[src/rtl/pc_sequencer.sv]
// Fetch-stage program-counter sequencer: advances PC on fetch handshake, resolves
// JAL/JALR/branch targets, traps misaligned targets and keeps a circular return-address stack.
module pc_sequencer #(
    parameter int unsigned       XLEN       = 32,
    parameter logic [XLEN-1:0]   INITPC     = '0,
    parameter logic [XLEN-1:0]   TRAP_VEC   = XLEN'(32'h100),
    parameter int unsigned       ALIGN_BITS = 2,
    parameter int unsigned       RAS_DEPTH  = 4
) (
    input  logic            clk,
    input  logic            RST,
    input  logic            iready,
    input  logic            stall,
    input  logic            op_valid,
    input  logic [1:0]      op_kind,
    input  logic [2:0]      br_cond,
    input  logic            zero,
    input  logic            lt,
    input  logic            ltu,
    input  logic [XLEN-1:0] rs1,
    input  logic [XLEN-1:0] imm,
    input  logic            ras_push,
    input  logic            ras_pop,
    output logic [XLEN-1:0] pc,
    output logic [XLEN-1:0] link,
    output logic            taken,
    output logic            trap,
    output logic [XLEN-1:0] bad_addr,
    output logic [XLEN-1:0] ras_top,
    output logic            ras_valid
);
    localparam int unsigned PTR_W = $clog2(RAS_DEPTH);
    localparam int unsigned CNT_W = PTR_W + 1;
    localparam logic [CNT_W-1:0] RAS_FULL = CNT_W'(RAS_DEPTH);

    localparam logic [1:0] KIND_JAL  = 2'b01;
    localparam logic [1:0] KIND_JALR = 2'b10;
    localparam logic [1:0] KIND_BR   = 2'b11;

    logic [XLEN-1:0]  pc_reg, pc_next;
    logic [XLEN-1:0]  bad_addr_reg, bad_addr_next;
    logic             trap_reg, trap_next;
    logic [PTR_W-1:0] top_reg, top_next;
    logic [CNT_W-1:0] cnt_reg, cnt_next;
    logic [XLEN-1:0]  ras_mem_reg [RAS_DEPTH];

    logic             advance;
    logic             cond_ok;
    logic [XLEN-1:0]  target;
    logic             trap_fire;
    logic             ras_act;
    logic             ras_wr;
    logic [PTR_W-1:0] wr_ptr;

    assign advance = iready & ~stall;
    assign link    = pc_reg + XLEN'(4);

    always_comb begin
        cond_ok = 1'b0;
        case (br_cond)
            3'b000:  cond_ok = zero;
            3'b001:  cond_ok = ~zero;
            3'b100:  cond_ok = lt;
            3'b101:  cond_ok = ~lt;
            3'b110:  cond_ok = ltu;
            3'b111:  cond_ok = ~ltu;
            default: cond_ok = 1'b0;
        endcase
    end

    always_comb begin
        target = pc_reg + imm;
        if (op_kind == KIND_JALR) begin
            target = (rs1 + imm) & ~XLEN'(1);
        end
    end

    assign taken = op_valid & ((op_kind == KIND_JAL) | (op_kind == KIND_JALR) |
                               ((op_kind == KIND_BR) & cond_ok));
    assign trap_fire = taken & (|target[ALIGN_BITS-1:0]);

    always_comb begin
        pc_next       = pc_reg;
        bad_addr_next = bad_addr_reg;
        trap_next     = 1'b0;
        if (advance) begin
            if (trap_fire) begin
                pc_next       = TRAP_VEC;
                bad_addr_next = target;
                trap_next     = 1'b1;
            end else if (taken) begin
                pc_next = target;
            end else begin
                pc_next = link;
            end
        end
    end

    // A trapped transfer never reaches the RAS; push with pop on an empty stack acts as push.
    assign ras_act = advance & op_valid & ~trap_fire;

    always_comb begin
        top_next = top_reg;
        cnt_next = cnt_reg;
        ras_wr   = 1'b0;
        wr_ptr   = top_reg;
        if (ras_act) begin
            if (ras_push && (!ras_pop || cnt_reg == '0)) begin
                ras_wr   = 1'b1;
                wr_ptr   = top_reg + PTR_W'(1);
                top_next = top_reg + PTR_W'(1);
                cnt_next = (cnt_reg == RAS_FULL) ? cnt_reg : cnt_reg + CNT_W'(1);
            end else if (ras_push && ras_pop) begin
                ras_wr = 1'b1;
            end else if (ras_pop && cnt_reg != '0) begin
                top_next = top_reg - PTR_W'(1);
                cnt_next = cnt_reg - CNT_W'(1);
            end
        end
    end

    always_ff @(posedge clk) begin
        if (RST) begin
            pc_reg       <= INITPC;
            bad_addr_reg <= '0;
            trap_reg     <= 1'b0;
            top_reg      <= '0;
            cnt_reg      <= '0;
        end else begin
            pc_reg       <= pc_next;
            bad_addr_reg <= bad_addr_next;
            trap_reg     <= trap_next;
            top_reg      <= top_next;
            cnt_reg      <= cnt_next;
        end
    end

    generate
        for (genvar gi = 0; gi < RAS_DEPTH; gi++) begin : g_ras
            always_ff @(posedge clk) begin
                if (RST) begin
                    ras_mem_reg[gi] <= '0;
                end else if (ras_wr && wr_ptr == PTR_W'(gi)) begin
                    ras_mem_reg[gi] <= link;
                end
            end
        end
    endgenerate

    assign pc        = pc_reg;
    assign trap      = trap_reg;
    assign bad_addr  = bad_addr_reg;
    assign ras_valid = (cnt_reg != '0);
    assign ras_top   = ras_valid ? ras_mem_reg[top_reg] : '0;

endmodule

[config.mk]
export PLATFORM = sky130hd
export DESIGN_NAME = pc_sequencer
export DESIGN_NICKNAME = d
export VERILOG_FILES = /design/src/rtl/pc_sequencer.sv
export SDC_FILE = /design/constraint.sdc
export NUM_CORES = 1
export LEC_CHECK = 0
export ABC_AREA = 1
export CORE_ASPECT_RATIO = 0.9
export CORE_MARGIN = 2
export CORE_UTILIZATION = 45
export CTS_CLUSTER_DIAMETER = 200
export DETAILED_ROUTE_END_ITERATION = 12
export PLACE_DENSITY = 0.72
export SYNTH_ARGS = -nofsm -noshare
export SYNTH_HDL_FRONTEND = slang
export SYNTH_SLANG_ARGS = --single-unit
[constraint.sdc]
create_clock -name clk -period 3.4 [get_ports clk]
set_clock_uncertainty 0.05 [all_clocks]
set_input_delay 0.51 -clock clk [delete_from_list [all_inputs] [get_ports clk]]
set_output_delay 0.51 -clock clk [all_outputs]
set_load 0.02 [all_outputs]
* After elaboration in Yosys (flattened, before gate mapping) *
Memories as Yosys holds them, arrays and structs flattened. A register that Yosys moved wholly into a read port is not among the register bits.
Cells that the tools add are included.

operators by class
  add/sub/neg operators = 7
  eq/ne operators = 14
  multiplexer cells = 38
  bitwise gates (word level) = 18
  reduce and logical (&&, ||, !) cells = 19

operators with widths
  operator                                                                number
  32-bit 2-to-1 mux                                                       8
  32-bit adder                                                            2
  32-bit by 3-bit adder with 32-bit output (second input constant)        1
  1-bit 2-to-1 mux                                                        18
  3-bit equality test (second input constant)                             5
  2-bit 2-to-1 mux                                                        7
  3-bit 2-to-1 mux                                                        4
  2-bit equality test (second input constant)                             4
  1-bit logical AND                                                       7
  1-bit AND                                                               6
  3-bit zero test                                                         2
  1-bit inverter                                                          6
  1-bit bitwise OR                                                        6
  1-bit one-hot mux with 6 select lines                                   1
  2-bit by 1-bit equality test with 1-bit output (second input constant)  2
  2-bit != test (second input constant)                                   2
  4-bit AND reduction                                                     1
  2-bit OR reduction                                                      2
  3-bit by 1-bit adder with 3-bit output (second input constant)          1
  3-bit by 1-bit equality test with 1-bit output (second input constant)  1
  3-bit AND reduction                                                     1
  3-bit nonzero test                                                      1
  3-bit by 1-bit subtractor with 3-bit output (second input constant)     1
  2-bit by 1-bit adder with 2-bit output (second input constant)          1
  other kinds (6)                                                         6

storage, ports and cells
  register bits after elaboration = 70
  memory bits (writable) = 128
  word-level logic and storage cells = 102
  memories kept = 1

memories
  name         words  bits a word  read ports  clocked after memory_dff  wr ports  RTL line  text
  ras_mem_reg  4      32           1           1                         4         45        logic [XLEN-1:0] ras_mem_reg [RAS_DEPTH];

* Depth between registers and ports, before layout *
  depth in word-level cells = 15
  mapped depth = 16
  depth with buffers taken out = 16

* Worst setup path before layout *
OpenSTA, ideal clock, no wires.

  kind = input-to-reg
  start point = in imm[0]
  end point = mem ras_mem_reg[2][0] (enable)
  setup time = 0.389 ns
  arrival time = 2.723 ns
  required time = 2.961 ns
  path slack = 0.237 ns
  stages = 11
  path buffers = 0
  cell sequence = ha_1 > fa_1 > nand2_1 > nand2_1 > a21oi_1 > inv_1 > nand2_2 > nand3_1 > nor2_1 > nand2_1 > nand2_1

RTL lines
  item                RTL line  text
  start: declaration  21        input logic [XLEN-1:0] imm,
  end: declaration    45

* Final worst setup path *
  start point = reg pc_reg[13] (netlist: pc[13])
  end point = out link[30]

between the ends
  longest elaborated chain between the ends = 1

RTL lines
  item                                      RTL line  text
  start: declaration                        40        logic [XLEN-1:0] pc_reg, pc_next;
  start signal: assignment                  130       pc_reg <= pc_next;
  32-bit by 3-bit adder with 32-bit output  56        assign link = pc_reg + XLEN'(4);
  end: declaration                          25        output logic [XLEN-1:0] link,

Every way passes these cells.

==> metrics.txt <==
outcome=complete, no violations; CTS tree=built; relative slew slack=27.92%; DRC viols=0; Post-Syn Area=around 0.014 mm^2; crit path capture type=output port; Final min period=3308 ps; core area=between 0.03 and 0.04 mm^2; Area contributors post-synth=edfxtp_1, nand2_1, dfxtp_1, nor2_1, inv_1; synthesized instance count=between 2000 and 2500; diode count=0; die area=0.03293 mm^2; R2R Path Start=pc[0]; Synth cell types=between 40 and 50; layout cells sized above 1=6.346%; Hold Path End=bad_addr[6]; Synth area leader=edfxtp_1; Post-DP HPWL=38930 um; CP peak stage delay=600 ps; Worst-path clk slew=80 ps; gr ovfl total=0; endpoint of the worst register-to-register path=ras_mem_reg[2][17]; final wirelength=49830 um; CP required=2840 ps; Buffers on Ports=about 210; synthesized area per cell=6.790 um^2; synthesis-to-finish area growth=25.11%; Clk network pwr share=between 30% and 40%; top_reg_cell synth=edfxtp_1; Slew Viols, Final=0; first-pass GRT wire length=75950 um; fmax=0.3023 GHz; P per Cell Area=approximately 360 mW/mm^2; Worst path slowest cell=clkdlybuf4s50_1; cts hold-fix bufs=0; Die Width=191.1 um; Skew-Pair Late Insertion Delay=440 ps; HP Class=register to register; Largest register FFs=between 100 and 150; sw frac=30.66%; crit path kind=register to output port; CP Cell Sequence=nand2_1 > nor2_1 > nand3_1 > nor3_1 > buf_4 > nand3b_1 > xor2_1 > inv_1 > clkdlybuf4s50_1; Max Cap Viol=0; drt first pass iters=6; CTS sink count=200; sequential power share=43.1%; Post-synth EDFFs=~130; vias in the first global route=13390; setup violators final=0; worst slew pin tran=around 1100 ps; WL/cell=18.18 um; starting density of the core=45.84%; placed cells=2709; clk buf depth=2; RD Place Congestion=between 0.9 and 1; final net count=2467; net switching power figure=1.934 mW; worst reg-to-reg path cell count=12; hold_sp=bad_addr[6]; final std cells w/o fill=2741; Synth top cells by count=nand2_1, nor2_1, inv_1, a21oi_1, nand3_1; Site Rows=between 60 and 70; via count=between 10000 and 15000; Total GRT Usage=30.32%; die height=172.3 um; Worst Path Max Fanout=6; Fin. Hold Viols=0; Buf/Inv on CP=3; initial antenna violation count=0; Starting DRT DRC Count=1487; CTS buffer count=17; antenna-violating nets left=0; area share of the largest cell type after synthesis=27.13%; arrival time at the worst endpoint=2750 ps; area post-placement=~0.017 mm^2; ys async rst share=0%; RSZ-0062 raised after global routing=false; largest net degree at the start of global routing=65; Root Buffer=clkbuf_16; post-CTS setup buffer count=0; fin crit share=97.30%; Via density=5.338; hold path depth=2; Synthesized Nets=2235; register bit total from synthesis=200; final setup TNS=0 ps; CP top delay family=buffers and inverters; Leak Pwr=slightly below 8 nW; Ys Warns=0; R2R Setup Slk=560 ps; internal power=roughly 4.4 mW; CTS H-tree depth=4; Worst VDD drop=0.0003377 V; Logic pwr share=23.5%; crit path launch type=register; register area share after synthesis=37.30%; most frequent cell after synthesis=nand2_1; number of primary I/O pins=210; Design Area, Final=about 0.018 mm^2
per-layer routing:
metal | wire, um | GRT usage [%] | up-vias | share of wire (%)
met2 | 21900 | 47.26 | 647 | 44
met5 | 0 | 0 | - | 0
met3 | 4326 | 5.115 | 66 | 8.7
met4 | 1017 | 7.425 | 0 | 2.0
li1 | - | - | 7230 | -
met1 | 22590 | 43.71 | 6689 | 45
kinds of logic after synthesis:
| group | count (synthesis) | share of synthesized area (%) |
|---|---|---|
| XOR/XNOR | 30 | 1.854 |
| adder cells (fa/ha/maj) | 69 | 6.252 |
| buffers and inverters | 344 | 9.686 |
| AO/OA/AOI/OAI | 333 | 12.78 |
| AND/OR/NAND/NOR | 1111 | 32.13 |
| flip-flops | 200 | 37.30 |
final cells by class:
type                       count  area (um^2)
timing repair buffer         280         2711
fill                        3001        13180
clock inverter                 8        78.83
inverter                     277         1041
tap                          409        511.7
clock buffer                  24        525.5
multi-input combinational   1543         7564
sequential                   200         5296
worst min-delay path, stage by stage, from the launching register on:
cell     delay, ps
dfxtp_1        310
nand2_1         60
a21oi_1         50
power by group through the flow:
stage	combinational [mW]	sequential, mW	clock, mW
2_1_floorplan	0.835	2.80	0
3_3_place_gp	1.44	2.77	0
3_5_place_dp	1.46	2.77	0
4_1_cts	1.47	2.72	2.11
5_1_grt	1.63	2.73	2.20
6_report	1.48	2.72	2.10
how the worst max path moves through the flow:
stage / end / from / depth (start not counted)
floorplan: ras_mem_reg[2][0] / imm[0] / 11
global placement: ras_mem_reg[3][24] / imm[0] / 13
detailed placement: ras_mem_reg[3][23] / imm[0] / 13
CTS: link[30] / pc[13] / 9
global route: link[28] / pc[18] / 8
finish: link[30] / pc[13] / 9
stage by stage:
stage,power (mW),util (%),worst slack [ps],hold WS [ps]
detailed placement,4.230,55.20,16.25,404.0
CTS,6.293,57.20,11.61,415.3
floorplan,3.631,-,237.4,424.2
global placement,4.212,55.20,116.0,403.3
finish,6.309,57.35,91.63,416.2
global route,6.556,57.35,2.474,438.0
cells in the final DEF, fill, tap and decap left out, drive strengths merged, types with 2 or more instances in the layout:
master and count:
nand2 533, nor2 378, inv 277, clkdlybuf4s50 205, a21oi 169, nand3 137
edfxtp 128, o21ai 111, dfxtp 72, buf 71, ha 66, clkbuf 25
nor3 23, o211ai 22, xor2 22, nand4 18, o21bai 14, nand3b 9
xnor2 8, or2 8, clkinv 7, a31oi 6, a21o 5, fa 3
o21a 2, and2 2, dlygate4sd2 2
repair_timing:
item,CTS,global route
resized for setup,8,18
endpoints found under the setup margin,8,19
endpoints found under the hold margin,0,0
pin swaps,0,1
No activity file was read; power rests on OpenSTA's default activity.
